File: config.mk
export PLATFORM = sky130hd
export DESIGN_NAME = stream_demux
export DESIGN_NICKNAME = d
export VERILOG_FILES = /design/src/rtl/stream_demux.sv
export SDC_FILE = /design/constraint.sdc
export NUM_CORES = 1
export LEC_CHECK = 0
export CAP_MARGIN = 20
export CORE_AREA = 2 2 80 97
export DETAILED_ROUTE_END_ITERATION = 7
export DIE_AREA = 0 0 82 99
export PLACE_DENSITY = 0.7
export SLEW_MARGIN = 20
export SYNTH_ARGS = -nofsm -noshare
export SYNTH_HDL_FRONTEND = slang
export SYNTH_SLANG_ARGS = --single-unit
export TNS_END_PERCENT = 10
File: constraint.sdc
create_clock -name clk -period 5.09 [get_ports clk]
set_input_delay 0.7635 -clock clk [delete_from_list [all_inputs] [get_ports clk]]
set_output_delay 0.7635 -clock clk [all_outputs]
set_load 0.01 [all_outputs]
File: src/rtl/stream_demux.sv
// One-input, two-output stream demultiplexer. Each output has its own 2-deep FIFO
// and a 16-bit count of the beats accepted for it.

module stream_demux_fifo2 #(
  parameter int width = 8
) (
  input  logic             clk,
  input  logic             rst,
  input  logic             push_i,
  input  logic             pop_i,
  input  logic [width-1:0] data_i,
  output logic             full_o,
  output logic             valid_o,
  output logic [width-1:0] data_o
);
  logic [1:0]       lvl_q, lvl_d;
  logic [width-1:0] head_q, head_d;
  logic [width-1:0] tail_q, tail_d;

  always_comb begin
    lvl_d  = lvl_q;
    head_d = head_q;
    tail_d = tail_q;
    unique case ({push_i, pop_i})
      2'b10: begin
        if (lvl_q == 2'd0) begin
          head_d = data_i;
          lvl_d  = 2'd1;
        end else begin
          tail_d = data_i;
          lvl_d  = 2'd2;
        end
      end
      2'b01: begin
        head_d = tail_q;
        lvl_d  = lvl_q - 2'd1;
      end
      2'b11: begin
        // Level is unchanged; at level 1 the incoming beat replaces the popped head.
        if (lvl_q == 2'd2) begin
          head_d = tail_q;
          tail_d = data_i;
        end else begin
          head_d = data_i;
        end
      end
      default: ;
    endcase
  end

  always_ff @(posedge clk) begin
    if (rst) begin
      lvl_q  <= 2'd0;
      head_q <= '0;
      tail_q <= '0;
    end else begin
      lvl_q  <= lvl_d;
      head_q <= head_d;
      tail_q <= tail_d;
    end
  end

  assign full_o  = (lvl_q == 2'd2);
  assign valid_o = (lvl_q != 2'd0);
  assign data_o  = valid_o ? head_q : '0;
endmodule

module stream_demux #(
  parameter int width = 8
) (
  input  logic             clk,
  input  logic             rst,
  input  logic [width-1:0] in_data,
  input  logic             in_valid,
  input  logic             s,
  output logic             in_ready,
  output logic [width-1:0] a_data,
  output logic             a_valid,
  input  logic             a_ready,
  output logic [width-1:0] b_data,
  output logic             b_valid,
  input  logic             b_ready,
  output logic [15:0]      a_cnt,
  output logic [15:0]      b_cnt
);
  logic        a_full, b_full;
  logic        in_xfer, a_push, b_push, a_pop, b_pop;
  logic [15:0] a_cnt_q, a_cnt_d, b_cnt_q, b_cnt_d;

  // Ready looks only at the selected FIFO's level, never at downstream ready.
  assign in_ready = !rst && (s ? !a_full : !b_full);
  assign in_xfer  = in_valid && in_ready;
  assign a_push   = in_xfer && s;
  assign b_push   = in_xfer && !s;
  assign a_pop    = a_valid && a_ready;
  assign b_pop    = b_valid && b_ready;

  stream_demux_fifo2 #(.width(width)) u_fifo_a (
    .clk     (clk),
    .rst     (rst),
    .push_i  (a_push),
    .pop_i   (a_pop),
    .data_i  (in_data),
    .full_o  (a_full),
    .valid_o (a_valid),
    .data_o  (a_data)
  );

  stream_demux_fifo2 #(.width(width)) u_fifo_b (
    .clk     (clk),
    .rst     (rst),
    .push_i  (b_push),
    .pop_i   (b_pop),
    .data_i  (in_data),
    .full_o  (b_full),
    .valid_o (b_valid),
    .data_o  (b_data)
  );

  always_comb begin
    a_cnt_d = a_push ? a_cnt_q + 16'd1 : a_cnt_q;
    b_cnt_d = b_push ? b_cnt_q + 16'd1 : b_cnt_q;
  end

  always_ff @(posedge clk) begin
    if (rst) begin
      a_cnt_q <= '0;
      b_cnt_q <= '0;
    end else begin
      a_cnt_q <= a_cnt_d;
      b_cnt_q <= b_cnt_d;
    end
  end

  assign a_cnt = a_cnt_q;
  assign b_cnt = b_cnt_q;
endmodule
Yosys cells after proc, flatten, opt, wreduce, memory -nomap -nowiden
Index checks and enable logic that the tools add are counted.
{ "classes": {"n_addsub": 4, "eq_ne": 14, "muxes": 19, "n_reduce_logical": 24} }
{ "ops": {"columns": ["operator", "n"], "rows": [
  ["$mux W8", 10],
  ["$pmux W8 S3", 2],
  ["$add A16 B1 Y16 const B", 2],
  ["$pmux W8 S2", 2],
  ["$eq A2 B2 Y1 const B", 6],
  ["$reduce_bool A2 Y1", 6],
  ["$ne A2 B2 Y1 const B", 4],
  ["$pmux W2 S2", 2],
  ["$logic_and A1 B1 Y1", 6],
  ["$reduce_and A3 Y1", 2],
  ["$reduce_bool A3 Y1", 2],
  ["$eq A2 B1 Y1 const B", 2],
  ["$logic_not A1 Y1", 4],
  ["$logic_not A2 Y1", 2],
  ["$mux W2", 2],
  ["$ne A2 B1 Y1 const B", 2],
  ["$reduce_and A2 Y1", 2],
  ["$sub A2 B1 Y2 const B", 2],
  ["$mux W1", 1]
]} }
{ "totals": {"input_bits": 14, "ff_bits": 68, "out_inout_bits": 51, "word_cells": 69} }

Logic depth before layout (Yosys ltp)
{ "depth": {"ltp_word": 9, "ltp_mapped": 10, "depth_no_buf": 9} }

Hierarchy
From an unflattened synthesis, not the netlist that was laid out.
{ "hier_totals": {"cells_unflattened": 398, "area_unflattened_um2": 3543.4} }
{ "modules_own_cells": {"columns": ["mod", "cells_per_inst", "seq_area_each_um2", "instances", "area_each_um2"], "rows": [
  ["stream_demux_fifo2", 115, 360.3, 2, 1031.0],
  ["stream_demux", 168, 640.6, 1, 1481.4]
]} }

Worst setup path after synthesis
No wires, ideal clock.
{ "synth_timing": {"kind": "input port to flip-flop", "startpoint": "input rst", "endpoint": "register u_fifo_b.tail_q[4]", "n_path_buf": 1, "slack_ns": 2.443, "setup_ns": 0.128, "path_stages": 8, "t_arrival_ns": 2.520, "required_ns": 4.962, "cell_sequence": "buf_6 -> or4b_4 -> inv_1 -> ha_1 -> nand2b_1 -> o211ai_1 -> mux2i_1 -> nor2_1"} }
{ "synth_via": {"elab_chain_len": 7, "word_cells_on_any_way": 11, "classes_between": "4 x eq/ne; 1 x mux; 6 x reduce/logical"} }
{ "synth_rtl": {"columns": ["element", "line", "text"], "rows": [
  ["start: declaration", "72", "input logic rst,"],
  ["$logic_not A1 Y1 (*)", "91", "assign in_ready = !rst && (s ? !a_full : !b_full);"],
  ["$logic_and A1 B1 Y1 (*)", "91", null],
  ["$logic_and A1 B1 Y1 (*)", "92", "assign in_xfer = in_valid && in_ready;"],
  ["$logic_and A1 B1 Y1 (*)", "94", "assign b_push = in_xfer && !s;"],
  ["named net b_push", "87", "logic in_xfer, a_push, b_push, a_pop, b_pop;"],
  ["$eq A2 B2 Y1", "24", "unique case ({push_i, pop_i})"],
  ["$ne A2 B2 Y1 (no line) / $reduce_bool A2 Y1 (equally long branches)", null, null],
  ["$reduce_and A3 Y1 (no line)", null, null],
  ["end signal: assignment", "59", "tail_q <= tail_d;"],
  ["end: declaration", "18", "logic [width-1:0] tail_q, tail_d;"]
]} }
The timed path passes the listed nets; every way through them passes the cells marked *.
A chain may end at the register's enable or synchronous reset.

Worst setup path in the final report
{ "layout_timing": {"startpoint": "input s", "endpoint": "register u_fifo_a.tail_q[1]"} }
{ "layout_via": {"elab_chain_len": 7, "word_cells_on_any_way": 11, "classes_between": "4 x eq/ne; 2 x mux; 5 x reduce/logical"} }
{ "layout_rtl": {"columns": ["element", "line", "text"], "rows": [
  ["start: declaration", "75", "input logic s,"],
  ["$mux W1", "91", null],
  ["$logic_and A1 B1 Y1", "91", null],
  ["$logic_and A1 B1 Y1", "92", null],
  ["$logic_and A1 B1 Y1 (*)", "93", "assign a_push = in_xfer && s;"],
  ["named net a_push", "87", null],
  ["$eq A2 B2 Y1", "24", null],
  ["$ne A2 B2 Y1 (no line) / $reduce_bool A2 Y1 (equally long branches)", null, null],
  ["$reduce_and A3 Y1 (no line)", null, null],
  ["end signal: assignment", "59", null],
  ["end: declaration", "18", null]
]} }
Marks and branches as above.

==> key figures <==
Cells and area
  • Share of cells above drive strength 1: 4.90%
  • Fin nets: 450
  • Ant diodes: 0
  • Final instance area: 4040 µm²
  • Layout area overhead: 28.4%

Power and ir drop
  • Power Density: 304 nW/µm²
  • Reg power frac: 47.3%
  • Pint: 0.902 mW
  • Clock Power Share: 36.5%
  • Switching Share: 26.6%
  • Comb pwr share: 16.2%
  • Sw Pwr: 0.326 mW
  • VDD IR max: 0.181 mV
  • Leakage power: 1.41 nW

Synth
  • Most used DFF post-synth: dfxtp_1
  • Count of cell types in the netlist: 33
  • Synth warn: 0
  • Most numerous cell in the Yosys netlist: dfxtp_1
  • Mapped cell area: 3150 µm²
  • Syn_nets: 389
  • Post-synth top area share: 43.3%
  • Cells after synthesis: 363
  • Post-synth top cells: dfxtp_1 (68), nor2_1 (59), nor2b_1 (23)
  • FFs w/ async S/R, synth: 0%
  • Synth Register Bits: 68
  • Synth area leader: dfxtp_1
  • Number of flops mapped to enable cells by yosys: 0
  • Register area share after synthesis: 43.3%
  • Synth area leaders: dfxtp_1 (43%), nor2_1 (7.0%), mux2i_1 (5.1%)
  • Avg Cell Area, Syn: 8.67 µm²

Global route
  • Pin count of the biggest net entering global routing: 71
  • Total gr overflow: 0
  • Vias in the first global route: 2681
  • Total GRT Usage: 18.1%
  • First-pass GRT wire length: 11700 µm
  • Initial antenna violation count: 0

Worst setup path
  • Setup crit start: s
  • CP Class: in -> reg
  • Critical R2R Launch: u_fifo_a.lvl_q[0]$_SDFFE_PP0P_
  • CP Capture Type: flip-flop
  • CP Max Fanout: 12
  • Startpoint Class: primary input
  • Required time of the critical path: 5.30 ns
  • FF-to-FF path depth: 9
  • Critical path data arrival time: 3.40 ns

Timing
  • Fmax: 314 MHz
  • Least-Margin Pin Slew: 1.01 ns
  • Max Slew Vio Count: 0
  • Final Hold Fails: 0
  • RSZ-0062 raised after global routing: no
  • Min Tclk post-route: 3.19 ns
  • Final cycle utilization of the critical path: 62.7%
  • Slew HR: 32.1%
  • Final setup violation count: 0
  • Setup TNS: 0 ns
  • Clk_skew: 0.00709 ns

Die
  • FP Rows: 34
  • Vert. Die Dim: 99 µm
  • DIE AREA: 8120 µm²
  • Core area: 7150 µm²
  • # IOs: 65
  • Die X-Extent: 82 µm
  • Initial core utilization: 44.0%

Hold path
  • Hold path depth: 2
  • Hold_sp: a_cnt[15]$_SDFFE_PP0P_
  • Min-delay worst type: reg -> reg

CTS
  • H-tree depth: 3
  • Clk_lat worst skew: 0.34 ns
  • Clock transition at path regs: 0.07 ns
  • CTS tree: yes
  • Post-CTS resize count: 0
  • Max clock buf depth: 2
  • TritonCTS buffer count: 9
  • Root Buffer: clkbuf_8
  • Num Clock Sinks: 68
  • Postcts setup bufs: 0
  • CTS Hold Bufs: 0

Route
  • DRC violations left: 0
  • Post-Route WL: 7050 µm
  • Antenna-violating nets left: 0
  • Avg Vias per Cell: 5.42
  • DR vias: 2814
  • DR iter-0 viols: 119
  • DR WL/cell: 13.6 µm
  • DRT Pass-1 Iters: 4

Place
  • Routability cong.: 0.789
  • Port buffer count: 64
  • Placed Area: 3840 µm²
  • HPWL after DPL: 4930 µm

Job
  • Max-cap violations: 0

Run status
  • Outcome: completed
==> kinds of logic after synthesis <==
logic type,count (synthesis),synth area share (%)
AND/OR/NAND/NOR,165,26.3
AO/OA/AOI/OAI,55,11.5
XOR/XNOR,20,5.57
flip-flops,68,43.3
buffers and inverters,27,3.46
multiplexers,16,5.09
adder cells (fa/ha/maj),12,4.77
==> cell type report <==
class                           instances  area, µm²
Tap cell                               90        113
Clock inverter                          4       47.5
Inverter                               12       45.0
Clock buffer                           12        155
Fill cell                             680       3110
Timing Repair Buffer                   65        643
Multi-Input combinational cell        268       1680
Sequential cell                        68       1360
==> sequential cells by signal, summed over array words and instances, names as in the netlist <==
name / cells
u_fifo_a.tail_q: 8
u_fifo_b.head_q: 8
b_cnt: 16
u_fifo_a.head_q: 8
a_cnt: 16
u_fifo_a.lvl_q: 2
u_fifo_b.lvl_q: 2
u_fifo_b.tail_q: 8
==> stage by stage <==
stage	instances	power [mW]	hold WS [ns]	utilization, %	setup WS [ns]
floorplan	363	0.724	0.462	-	2.44
global placement	503	0.788	0.463	53.7	1.63
global route	519	1.28	0.506	56.5	1.63
CTS	519	1.24	0.492	56.5	1.89
detailed placement	503	0.793	0.475	53.7	1.50
finish	519	1.23	0.488	56.5	1.90
==> metal layers <==
layer,up-vias,GRT usage [%],wire [µm]
met5,-,0,0
met4,0,9.36,167
met3,15,3.30,254
met2,63,30.6,3500
met1,1332,21.3,3130
li1,1404,-,-
==> final timing paths <==
kind                                                   endpoint  slack [ns]
worst max-delay path            u_fifo_a.tail_q[1]$_SDFFE_PP0P_        1.90
worst min-delay path                     a_cnt[15]$_SDFFE_PP0P_        0.49
worst max register to register  u_fifo_a.tail_q[1]$_SDFFE_PP0P_        2.10
worst min register to register           a_cnt[15]$_SDFFE_PP0P_        0.49
==> cells in the final DEF (no fill, tap or decap), drive strengths merged, types with 14 or more instances in the layout <==
master,synthesis,routed
a221oi,16,16
nor2b,23,23
nand2,17,17
xnor2,14,14
mux2i,16,16
a21oi,19,19
dfxtp,68,68
nor3,19,19
nor2,59,59
clkdlybuf4s50,0,63
==> power by group through the flow <==
stage,logic [mW],registers [mW],clock network [mW]
2_1_floorplan,0.136,0.588,0
3_3_place_gp,0.197,0.591,0
3_5_place_dp,0.201,0.592,0
4_1_cts,0.202,0.581,0.458
5_1_grt,0.222,0.584,0.475
6_report,0.199,0.581,0.448
==> worst max-delay path, stage by stage <==
cell             delay [ns]
clkdlybuf4s50_1        0.54
nand4bb_1              0.46
inv_2                  0.37
ha_1                   0.23
nor2_1                 0.07
a211oi_2               0.64
mux2i_1                0.27
nor2_1                 0.05
No activity file was read; power rests on OpenSTA's default activity.
